### config.mk
export PLATFORM = sky130hd
export DESIGN_NAME = i2s_stream_player
export DESIGN_NICKNAME = d
export VERILOG_FILES = /design/src/rtl/i2s_stream_player.sv
export SDC_FILE = /design/constraint.sdc
export NUM_CORES = 1
export LEC_CHECK = 0
export BUFFER_PORTS_ARGS = -buffer_cell sky130_fd_sc_hd__clkbuf_2
export CAP_MARGIN = 20
export CELL_PAD_IN_SITES_DETAIL_PLACEMENT = 0
export CELL_PAD_IN_SITES_GLOBAL_PLACEMENT = 1
export CORE_MARGIN = 2
export CORE_UTILIZATION = 30
export DETAILED_ROUTE_END_ITERATION = 6
export PLACE_DENSITY_LB_ADDON = 0.1
export SYNTH_ARGS = -nofsm -noshare
export SYNTH_HDL_FRONTEND = slang
export SYNTH_SLANG_ARGS = --single-unit
### constraint.sdc
create_clock -name MCLK -period 4.7 [get_ports MCLK]
set_input_delay 0.94 -clock MCLK [delete_from_list [all_inputs] [get_ports MCLK]]
set_output_delay 0.94 -clock MCLK [all_outputs]
set_load 0.1 [all_outputs]
### src/rtl/i2s_stream_player.sv
`default_nettype none
// +--------------------------------------------------------------------------+
// | i2s_stream_player: ROM-fed stereo sample player with Philips I2S output  |
// | Revision: 1.0                                                            |
// +--------------------------------------------------------------------------+
module i2s_stream_player #(
   parameter int WIDTH    = 16,
   parameter int ADDR_W   = 18,
   parameter int SCLK_DIV = 19,
   parameter int CNT_W    = 8
) (
   input  logic                 MCLK,
   input  logic                 nReset,
   input  logic                 start,
   input  logic                 stop,
   input  logic [CNT_W-1:0]     loop_count,
   input  logic [ADDR_W-1:0]    depth,
   input  logic [3:0]           vol_shift_l,
   input  logic [3:0]           vol_shift_r,
   input  logic                 mono,
   output logic [ADDR_W-1:0]    rom_addr,
   input  logic [2*WIDTH-1:0]   rom_data,
   output logic                 busy,
   output logic                 theme_ended,
   output logic [CNT_W-1:0]     play_count,
   output logic                 LRCLK,
   output logic                 SCLK,
   output logic                 SD
);

   localparam int FW    = 2 * WIDTH;
   localparam int DIV_W = (SCLK_DIV > 1) ? $clog2(SCLK_DIV) : 1;
   localparam int POS_W = $clog2(FW);

   typedef enum logic [2:0] {
      S_IDLE      = 3'd0,
      S_FETCH     = 3'd1,
      S_CAPTURE   = 3'd2,
      S_WAIT_TAKE = 3'd3,
      S_ADVANCE   = 3'd4
   } state_t;

   // Arithmetic attenuation; shifting a full slot or more yields silence, not -1.
   function automatic logic [WIDTH-1:0] scale(input logic [WIDTH-1:0] s, input logic [3:0] sh);
      logic signed [WIDTH-1:0] v;
      v = $signed(s) >>> sh;
      if (int'(sh) >= WIDTH) scale = '0;
      else scale = v;
   endfunction

   // ---------------- serializer ----------------
   logic [DIV_W-1:0] div_q, div_d;
   logic [POS_W-1:0] pos_q, pos_d;
   logic [FW-1:0]    shreg_q, shreg_d;
   logic             sclk_q, sclk_d;
   logic             lrclk_q, lrclk_d;
   logic             sd_q, sd_d;
   logic             div_wrap, sclk_fall, frame_take;
   logic [FW-1:0]    hold_q, hold_d;

   always_comb begin
      div_wrap   = (div_q == DIV_W'(SCLK_DIV - 1));
      div_d      = div_wrap ? '0 : div_q + 1'b1;
      sclk_d     = div_wrap ? ~sclk_q : sclk_q;
      sclk_fall  = div_wrap && sclk_q;
      frame_take = sclk_fall && (pos_q == '0);
      pos_d      = pos_q;
      lrclk_d    = lrclk_q;
      sd_d       = sd_q;
      shreg_d    = shreg_q;
      if (sclk_fall) begin
         pos_d   = (pos_q == POS_W'(FW - 1)) ? '0 : pos_q + 1'b1;
         // LRCLK leads each channel MSB by one bit slot
         lrclk_d = (pos_q >= POS_W'(WIDTH - 1)) && (pos_q != POS_W'(FW - 1));
         if (frame_take) begin
            sd_d    = hold_q[FW-1];
            shreg_d = {hold_q[FW-2:0], 1'b0};
         end else begin
            sd_d    = shreg_q[FW-1];
            shreg_d = {shreg_q[FW-2:0], 1'b0};
         end
      end
   end

   always_ff @(posedge MCLK or negedge nReset) begin
      if (!nReset) begin
         div_q   <= '0;
         pos_q   <= '0;
         shreg_q <= '0;
         sclk_q  <= 1'b0;
         lrclk_q <= 1'b0;
         sd_q    <= 1'b0;
      end else begin
         div_q   <= div_d;
         pos_q   <= pos_d;
         shreg_q <= shreg_d;
         sclk_q  <= sclk_d;
         lrclk_q <= lrclk_d;
         sd_q    <= sd_d;
      end
   end

   // ---------------- controller ----------------
   state_t            state_q, state_d;
   logic [ADDR_W-1:0] rom_addr_q, rom_addr_d;
   logic [ADDR_W-1:0] depth_q, depth_d;
   logic [CNT_W-1:0]  loop_q, loop_d;
   logic [CNT_W-1:0]  play_count_q, play_count_d;
   logic [CNT_W-1:0]  pc_inc;
   logic              last_word;

   always_comb begin
      state_d      = state_q;
      rom_addr_d   = rom_addr_q;
      depth_d      = depth_q;
      loop_d       = loop_q;
      play_count_d = play_count_q;
      hold_d       = hold_q;
      last_word    = (rom_addr_q == depth_q - 1'b1);
      pc_inc       = (play_count_q == '1) ? play_count_q : play_count_q + 1'b1;
      case (state_q)
         S_IDLE: begin
            if (start && (depth != '0)) begin
               depth_d      = depth;
               loop_d       = loop_count;
               rom_addr_d   = '0;
               play_count_d = '0;
               state_d      = S_FETCH;
            end
         end
         S_FETCH:   state_d = S_CAPTURE;
         S_CAPTURE: begin
            if (mono) hold_d = {scale(rom_data[FW-1:WIDTH], vol_shift_l),
                                scale(rom_data[FW-1:WIDTH], vol_shift_l)};
            else      hold_d = {scale(rom_data[FW-1:WIDTH], vol_shift_l),
                                scale(rom_data[WIDTH-1:0], vol_shift_r)};
            state_d = S_WAIT_TAKE;
         end
         S_WAIT_TAKE: if (frame_take) state_d = S_ADVANCE;
         S_ADVANCE: begin
            if (!last_word) begin
               rom_addr_d = rom_addr_q + 1'b1;
               state_d    = S_FETCH;
            end else begin
               play_count_d = pc_inc;
               rom_addr_d   = '0;
               if ((loop_q == '0) || (pc_inc < loop_q)) begin
                  state_d = S_FETCH;
               end else begin
                  hold_d  = '0;
                  state_d = S_IDLE;
               end
            end
         end
         default: state_d = S_IDLE;
      endcase
      if (stop) begin
         state_d    = S_IDLE;
         hold_d     = '0;
         rom_addr_d = '0;
      end
   end

   always_ff @(posedge MCLK or negedge nReset) begin
      if (!nReset) begin
         state_q      <= S_IDLE;
         rom_addr_q   <= '0;
         depth_q      <= '0;
         loop_q       <= '0;
         play_count_q <= '0;
         hold_q       <= '0;
      end else begin
         state_q      <= state_d;
         rom_addr_q   <= rom_addr_d;
         depth_q      <= depth_d;
         loop_q       <= loop_d;
         play_count_q <= play_count_d;
         hold_q       <= hold_d;
      end
   end

   assign rom_addr    = rom_addr_q;
   assign busy        = (state_q != S_IDLE);
   assign theme_ended = (state_q == S_CAPTURE) && last_word;
   assign play_count  = play_count_q;
   assign LRCLK       = lrclk_q;
   assign SCLK        = sclk_q;
   assign SD          = sd_q;

endmodule
`default_nettype wire

**Word level (Yosys, flattened, before mapping)**

Index checks and enable logic that the tools add are counted.

- Logic and storage cells: 79
- Output and inout port bits: 31
- Bits of input ports: 71
- Flip-flop bits (word level): 132

- Mux-type cells: 23
- Shift operators: 2
- Reductions and logical operators: 19
- Magnitude comparators: 2
- Add/sub/neg operators: 5
- Bitwise gates (word level): 1
- Eq/ne operators: 15

Operators with widths:

| cell | count |
|---|---|
| 32-bit 2-to-1 mux | 4 |
| 32-bit case mux with 2 select lines | 1 |
| 18-bit 2-to-1 mux | 3 |
| 18-bit case mux with 2 select lines | 1 |
| 16-bit by 4-bit >>> shifter with 16-bit output | 2 |
| 8-bit 2-to-1 mux | 3 |
| 18-bit by 1-bit adder with 18-bit output (second input constant) | 1 |
| 18-bit equality test | 1 |
| 18-bit nonzero test | 1 |
| 18-bit by 1-bit subtractor with 18-bit output (second input constant) | 1 |
| 16-bit 2-to-1 mux | 1 |
| 8-bit case mux with 2 select lines | 1 |
| 3-bit case mux with 5 select lines | 1 |
| 3-bit inequality test (second input constant) | 4 |
| 5-bit by 1-bit adder with 5-bit output (second input constant) | 2 |
| 5-bit equality test (second input constant) | 2 |
| 5-bit 2-to-1 mux | 2 |
| 3-bit 2-to-1 mux | 3 |
| 3-bit nonzero test | 3 |
| 8-bit by 1-bit adder with 8-bit output (second input constant) | 1 |
| 8-bit equality test (second input constant) | 1 |
| 8-bit zero test | 1 |
| 8-bit < comparator | 1 |
| 3-bit by 2-bit equality test with 1-bit output (second input constant) | 2 |
| 14 further kinds | 24 |

**Logic depth before layout (Yosys ltp)**

Gate-level depths: netlist (run 1).

- Depth after elaboration: 8
- Depth in mapped cells: 15
- Depth with buffers taken out: 14

**Worst setup path before layout (run 1)**

No wires, ideal clock.

- Path kind: register to output
- Start point: register rom_addr_q[5], in the netlist rom_addr[5]
- End point: output theme_ended
- Stages on the path, launching flop included: 8
- Buffers on the path: 0
- Required time: 3.760 ns
- Path slack: -0.638 ns
- Data arrival time: 4.398 ns
- Path through: dfrtp_1 xor2_1 o21a_1 a21oi_1 a2111o_1 nor4b_2 nand4_2 nor3_1

- Word-level cells in the longest chain between the ends: 2

Ends and longest elaborated chain:

| item | RTL line | source |
|---|---|---|
| start, declared | 105 | `logic [ADDR_W-1:0] rom_addr_q, rom_addr_d;` |
| start signal, assigned | 174 | `rom_addr_q <= rom_addr_d;` |
| 18-bit equality test | 119 | `last_word = (rom_addr_q == depth_q - 1'b1);` |
| 1-bit logical AND | 184 | `assign theme_ended = (state_q == S_CAPTURE) && last_word;` |
| end, declared | 24 | `output logic theme_ended,` |

No other way between the ends.

**Final worst setup path (run 1)**

- Start point: register depth_q[0]
- End point: output theme_ended

- Word-level cells in the longest chain between the ends: 3

Ends and longest elaborated chain:

| item | RTL line | source |
|---|---|---|
| start, declared | 106 | `logic [ADDR_W-1:0] depth_q, depth_d;` |
| start signal, assigned | 175 | `depth_q <= depth_d;` |
| 18-bit by 1-bit subtractor with 18-bit output | 119 |  |
| 18-bit equality test | 119 |  |
| 1-bit logical AND | 184 |  |

No other way between the ends.

==> metrics.md, run 1 <==
| Metric | Value |
|---|---|
| Status | complete, no violations |
| Synthesized instance count | ~860 |
| Layout area overhead | 16.9% |
| Max clock buf depth | 2 |
| Area of the die | ~30,000 um2 |
| Worst min path class | flop to flop |
| Fraction of layout cells with a size suffix above 1 | 23.7% |
| Mapped Avg Cell Area | approximately 10 um2 |
| Fillers | about 2,900 |
| Post-CTS Hold Fix Bufs | 0 |
| Clock Sinks | 131 |
| Die Wd | around 170 um |
| Final hold slack | 0.477 ns |
| Initial antenna violation count | 0 |
| Crit path arrival time | ~3.4 ns |
| Post-Syn Area | around 8400 um2 |
| DR WL/cell | 17.6 um |
| Setup violations, final | 0 |
| Ys Warns | 0 |
| Final hold viol count | 0 |
| Crit path max fanout | 14 |
| FFs w/ async S/R, synth | 100% |
| Routed WL | roughly 23 mm |
| CTS tree | done |
| CP startpoint kind | flop |
| Worst-Margin Slew | just over 0.9 ns |
| Fmax | between 0.2 and 0.25 GHz |
| Die Span Y | between 150 and 200 um |
| Register area share after synthesis | between 30% and 40% |
| # Post-CTS Setup Buffers | 0 |
| Reg2reg path depth | 13 |
| Vias in the first global route | between 6,000 and 7,000 |
| Nets | a little over 1,000 |
| Initial DRC count | between 400 and 500 |
| Top FF cell, synth | dfrtp_1 |
| Rows | 61 |
| First-pass GRT wire length | approximately 37 mm |
| Mapped Nets | 945 |
| Dpl hpwl | 16.8 mm |
| Clock slew at reported path FFs | 0.06 ns |
| Gr usage total | between 10% and 20% |
| Initial core utilization | 30.3% |
| DRC viols | 0 |
| Fin crit period | between 4 and 5 ns |
| Initial DRT Pass Iterations | 4 |
| Via count | 6,696 |
| Slew Viols, Final | 0 |
| Most common cell after layout, fill and taps aside | dfrtp_1 |
| Number of synthesized flops with an enable pin | 0 |
| CP Class | flop to primary output |
| Max-cap violations | 0 |
| Number of antenna diodes | 0 |
| Max Clock Skew | approximately 0.013 ns |
| Largest net degree at the start of global routing | 90 |
| Max_slew headroom | 38.8% |
| WHS Path Cells | 2 |
| Grt ovf | 0 |
| Clock Latency Late Sink | roughly 0.43 ns |
| Leakage | 4.17 nW |
| Pwr/cell area | 338 nW/um2 |
| RSZ-0062 raised after global routing | no |
| TNS Setup | 0 ns |
| Seq cells post-synth | approximately 130 |
| H-tree lvl count | 4 |
| Final Cycle Share | approximately nine tenths |
| Synth cell types | 64 |
| Crit path capture type | primary output |
| IO Count | between 100 and 150 |
| CORE AREA | around 28,000 um2 |
| Inserted Clock Buffers | 17 |
| Root Driver | clkbuf_16 |
| Worst VDD drop | between 0.0002 and 0.00025 V |
| Worst EP required | about 3.8 ns |
| GP Congestion | between 0.7 and 0.8 |
| Commonest cells after routing, fill and taps aside | dfrtp_1, clkbuf_2, nand2_1, o21ai_0, mux2i_1 |
| Via density | 5.06 |
| PortBufs | around 100 |
| Routed Antenna Nets | 0 |
area by class of cell:
| class | instances | area (um2) | share of cell area [%] |
|---|---|---|---|
| Multi-Input combinational cell | 655 | 4830 | 49.2 |
| Sequential cell | 131 | 3280 | 33.4 |
| Timing Repair Buffer | 109 | 574 | 5.85 |
| Tap cell | 378 | 473 | 4.82 |
| Clock buffer | 20 | 457 | 4.65 |
| Clock inverter | 11 | 129 | 1.31 |
| Inverter | 20 | 75.1 | 0.765 |
worst max-delay path, cell delays in order, from the launching register on:
cell and delay [ns]:
dfrtp_1 0.43, inv_1 0.08, ha_1 0.22, or3b_4 0.51, o311ai_0 0.40, a21oi_1 0.14, nor4b_2 0.32, nand4_2 0.24
nor3_2 0.24, clkbuf_4 0.36
worst paths after layout:
path	startpoint	endpoint	slack [ns]
worst min-delay path	shreg_q[7]$_DFFE_PN0P_	shreg_q[7]$_DFFE_PN0P_	0.48
worst max-delay path	depth_q[0]$_DFFE_PN0P_	theme_ended	0.40
worst min register to register	shreg_q[7]$_DFFE_PN0P_	shreg_q[7]$_DFFE_PN0P_	0.48
max in group asynchronous	nReset	shreg_q[9]$_DFFE_PN0P_	3.18
worst max register to register	play_count[0]$_DFFE_PN0P_	hold_q[31]$_DFFE_PN0P_	0.91
min in group asynchronous	nReset	depth_q[5]$_DFFE_PN0P_	0.58
synthesized netlist by cell type (2+ instances only):
cell type	instances	area, um2
a2111oi_0	2	17.5
a211oi_1	16	120
a21o_1	12	90.1
a21oi_1	43	215
a221oi_1	6	52.6
a22o_1	10	87.6
a31oi_1	4	25.0
and2_1	12	75.1
and3_1	10	62.6
and4_1	3	26.3
buf_1	6	22.5
buf_2	9	45.0
buf_6	3	33.8
clkbuf_1	35	131
dfrtp_1	131	3280
ha_1	15	188
inv_1	19	71.3
mux2_2	46	518
mux2i_1	56	561
mux4_2	20	450
nand2_1	84	315
nand2b_1	18	113
nand3_1	18	90.1
nand3b_1	2	15.0
nand4_1	11	68.8
nand4_2	2	25.0
nor2_1	51	191
nor2b_1	7	43.8
nor3_1	19	95.1
nor3_4	2	32.5
nor3b_1	7	52.6
nor4_1	8	50.1
o21ai_0	78	390
o2bb2ai_1	21	184
o311a_1	2	20.0
o31ai_1	3	22.5
or2_2	3	18.8
or3_1	6	37.5
xnor2_1	27	236
xor2_1	8	70.1
routing by layer:
metal,track usage [%],up-vias,share of wire [%]
li1,-,3320,-
met5,0,-,0
met3,2.67,13,2.7
met1,23.2,3278,50
met2,25.8,85,47
met4,4.09,0,0.93
state kept, by name (all words and copies together), names as in the netlist:
signal and flops:
depth_q 18, SD 1, loop_q 8, shreg_q 31, pos_q 5, rom_addr 18, SCLK 1, play_count 8
div_q 5, state_q 3, LRCLK 1, hold_q 32
logic make-up (layout without fill, tap and decap cells):
| kind of cell | Yosys count | count (layout) | synth area share [%] |
|---|---|---|---|
| flops | 131 | 131 | 39.0 |
| mux | 122 | 122 | 18.2 |
| xor+xnor | 35 | 35 | 3.65 |
| fa+ha+maj | 15 | 15 | 2.23 |
| compound gates | 211 | 211 | 16.4 |
| buf+inv | 73 | 160 | 3.66 |
| simple gates | 272 | 272 | 16.9 |
report_power, final:
group / internal (mW) / total (mW) / switching, mW
Clock: 0.809 / 1.35 / 0.542
Sequential: 1.23 / 1.35 / 0.116
Combinational: 0.273 / 0.620 / 0.347
Total: 2.32 / 3.32 / 1.00
stage by stage:
step	power, mW	area [um2]	cells	utilization (%)	setup WS (ns)
2_1_floorplan	1.80	8410	859	-	0.224
3_3_place_gp	2.00	9230	1293	33.3	0.573
3_5_place_dp	2.00	9230	1293	33.3	0.523
4_1_cts	3.38	9810	1324	35.4	0.0358
5_1_grt	3.50	9820	1324	35.4	0.146
6_report	3.32	9820	1324	35.4	0.403
repair_timing:
item / in CTS / in global routing
endpoints found under the hold margin: 0 / 0
setup endpoints to repair: 0 / 1
gates resized for setup: 0 / 3
Note: power is estimated with default switching activity, not from simulation.
==> inputs of run 2 (changes only) <==
Settings changed: ABC_AREA set to 1, CORE_MARGIN 2 to not set, HOLD_SLACK_MARGIN set to 0.03.
==> run 2 against run 1 <==
Effect of this change:
- worst setup slack better by 0.46 ns
- routed wire length is 5.5% higher
- worst hold slack worse by 0.0088 ns
- non-clock buffer count is 2 lower
- register-to-register slack better by 0.33 ns
- count of clock-buffer cells in the layout is 3 lower
- critical endpoint unchanged
- largest power group unchanged
- highest routed layer unchanged
==> metrics.md, run 2 <==
| Metric | Value |
|---|---|
| Commonest cells after routing, fill and taps aside | nand2_1, inv_1, dfrtp_1, o21ai_0, nand3_1 |
| Crit path max fanout | 7 |
| Largest register by flop count | hold_q |
| Max Clock Skew | approximately 0.022 ns |
| Clock Latency Late Sink | around 0.43 ns |
| Post-CTS Hold Fix Bufs | 0 |
| Max clock buf depth | 2 |
| Mapped Nets | around 1,400 |
| Leakage | roughly 5.1 nW |
| CP startpoint kind | flop |
| Worst setup margin | 0.860 ns |
| Root Driver | clkbuf_16 |
| Via density | roughly 4.6 |
| Fraction of layout cells with a size suffix above 1 | 13.7% |
| Initial DRC count | 412 |
| Nets | around 1,500 |
| CP max stage cell | clkbuf_2 |
| H-tree lvl count | 4 |
| DRC viols | 0 |
| Ys Warns | 0 |
| Area of the die | about 30,000 um2 |
| Clock Sinks | between 100 and 150 |
| Crit-path leading delay family | buffers and inverters |
| Synth area leaders | dfrtp_1, nand2_1, o21ai_0 |
| Count leader, synth | nand2_1 |
| Status | complete, no violations |
| DR WL/cell | around 14 um |
| Most common cell after layout, fill and taps aside | nand2_1 |
| Worst hold path startpoint | hold_q[5]$_DFFE_PN0P_ |
| Pre-CTS setup slack | 1.26 ns |
| CP Launch Point | depth_q[0]$_DFFE_PN0P_ |
| # Post-CTS Setup Buffers | 0 |
| Max-cap violations | 0 |
| Number of synthesized flops with an enable pin | 0 |
| Max_slew headroom | between 30% and 40% |
| Worst-Margin Slew | 0.985 ns |
| Worst VDD drop | around 0.00017 V |
| Synthesized instance count | roughly 1,300 |
| Fillers | between 3,000 and 4,000 |
| Final hold slack | 0.469 ns |
| Initial core utilization | a little under a third |
| Post-Layout Inst Area | just over 10,000 um2 |
| DP Area | between 9000 and 10,000 um2 |
| Critical Path, Cell by Cell | inv_2 -> ha_1 -> nand2_4 -> inv_1 -> o21ai_0 -> a21oi_1 -> nand3_1 -> a21oi_1 -> nand3b_1 -> nor2_1 -> nand4_1 -> nor2_1 -> clkbuf_2 |
| Post-Syn Area | a little under 9000 um2 |
| GP Congestion | ~0.81 |
| Largest net degree at the start of global routing | 90 |
| Final hold viol count | 0 |
| RR Startpoint | play_count[0]$_DFFE_PN0P_ |
| Rows | between 60 and 70 |
| Number of antenna diodes | 0 |
| CP Class | flop to primary output |
| Synth top cells by count | nand2_1, inv_1, dfrtp_1, o21ai_0, nand3_1 |
| RSZ-0062 raised after global routing | no |
| Setup violations, final | 0 |
| Routed WL | roughly 25 mm |
| Die Span Y | between 150 and 200 um |
| Synth top area share | between 30% and 40% |
| Dpl hpwl | ~19 mm |
| Initial antenna violation count | 0 |
| Worst min path class | flop to flop |
| Mapped Avg Cell Area | a little under 7 um2 |
| Synth cell types | slightly below 50 |
| Slew Viols, Final | 0 |
| Final Cycle Share | roughly 80% |
| First-pass GRT wire length | roughly 41 mm |
| Post-CTS sizing | 0 |
| CTS tree | done |
| CORE AREA | 28,800 um2 |
| Seq cells post-synth | 131 |
| Routed Antenna Nets | 0 |
| Layout area overhead | 16.1% |
| FFs w/ async S/R, synth | 100% |
| Die Wd | between 150 and 200 um |
| Synth area leader | dfrtp_1 |
| Grt ovf | 0 |
| TNS Setup | 0 ns |
| Clock slew at reported path FFs | roughly 0.070 ns |
| Worst EP required | between 3 and 4 ns |
| Via count | around 8,200 |
| Crit path arrival time | between 2 and 3 ns |
| Top flop regs | hold_q x32, shreg_q x31 |
| Fin crit period | 3.84 ns |
| Fmax | roughly 0.26 GHz |
| Initial DRT Pass Iterations | 5 |
| Largest register FFs | 32 |
| Gr usage total | 17.0% |
| Final Power | about 4.6 mW |
| CP max stage delay | between 0.4 and 0.5 ns |
| Vias in the first global route | between 8,000 and 9,000 |
| Buffers & Inverters on Critical Path | 3 |
| Inserted Clock Buffers | 17 |
| Top FF cell, synth | dfrtp_1 |
| IO Count | about 100 |
| Crit path capture type | primary output |
| PortBufs | approximately 100 |
| Register area share after synthesis | ~37% |
| Pwr/cell area | 453 nW/um2 |
-- run 2: cell count changes in the layout (fill, tap and decap cells not counted), sizes merged, moves of 12 or more --
cell,change
o21ai,+55
a21o,-12
o2bb2ai,-21
mux4,-20
nor2,+72
a211oi,-15
nand2b,-18
xnor2,-16
nand2,+352
mux2i,-55
nand3,+105
mux2,-44
inv,+122
a21oi,-16
-- run 2: worst paths after layout --
check	slack [ns]	endpoint	cells past startpoint
max in group asynchronous	3.23	shreg_q[5]$_DFFE_PN0P_	2
min reg2reg	0.47	hold_q[5]$_DFFE_PN0P_	2
max reg2reg	1.24	hold_q[23]$_DFFE_PN0P_	17
min	0.47	hold_q[5]$_DFFE_PN0P_	2
max	0.86	theme_ended	13
min in group asynchronous	0.58	div_q[1]$_DFF_PN0_	1
-- run 2: worst register-to-register path: cells and delay by family (launching register included) --
| kind | cells | cell delay [ns] |
|---|---|---|
| AOI/OAI and AO/OA | 3 | 0.48 |
| buffers and inverters | 1 | 0.08 |
| adders and majority gates | 2 | 0.48 |
| DFF | 1 | 0.43 |
| and+or+nand+nor | 11 | 1.92 |
-- run 2: per-layer routing --
metal | wire length, um | up-vias | track usage, %
met1 | 11900 | 3723 | 22.0
met2 | 11800 | 119 | 29.3
met5 | 0 | - | 0
met3 | 569 | 18 | 2.57
met4 | 341 | 0 | 4.65
li1 | - | 4305 | -
-- run 2: per-stage QoR --
| step | utilization, % | cells |
|---|---|---|
| after floorplan | - | 1293 |
| after global placement | 33.4 | 1735 |
| after detailed placement | 33.4 | 1735 |
| after CTS | 35.6 | 1767 |
| after global routing | 35.6 | 1767 |
| final | 35.6 | 1767 |
-- run 2: power by group --
part | internal, mW | leakage, nW | total, mW | switching, mW
sequential | 1.43 | 1.69 | 1.65 | 0.220
clock | 0.849 | 0.293 | 1.41 | 0.562
combinational | 0.495 | 3.16 | 1.57 | 1.08
-- run 2: cells by family after synthesis --
group                      Yosys count  share of synthesized area [%]
adders and majority gates           15                           2.13
DFF                                131                           37.2
muxes                                3                          0.369
xor gates and xnor gates            29                           2.88
buffers and inverters              192                           8.90
AOI/OAI and AO/OA                  190                           11.6
and+or+nand+nor                    733                           36.9
-- run 2: final cells by class --
cell class                      count  area, um2  area share, %
Inverter                          143        537           5.25
Clock buffer                       17        425           4.16
Sequential cell                   131       3280           32.0
Clock inverter                     15        194           1.90
Multi-Input combinational cell    970       4760           46.5
Timing Repair Buffer              107        557           5.44
Tap cell                          384        480           4.70
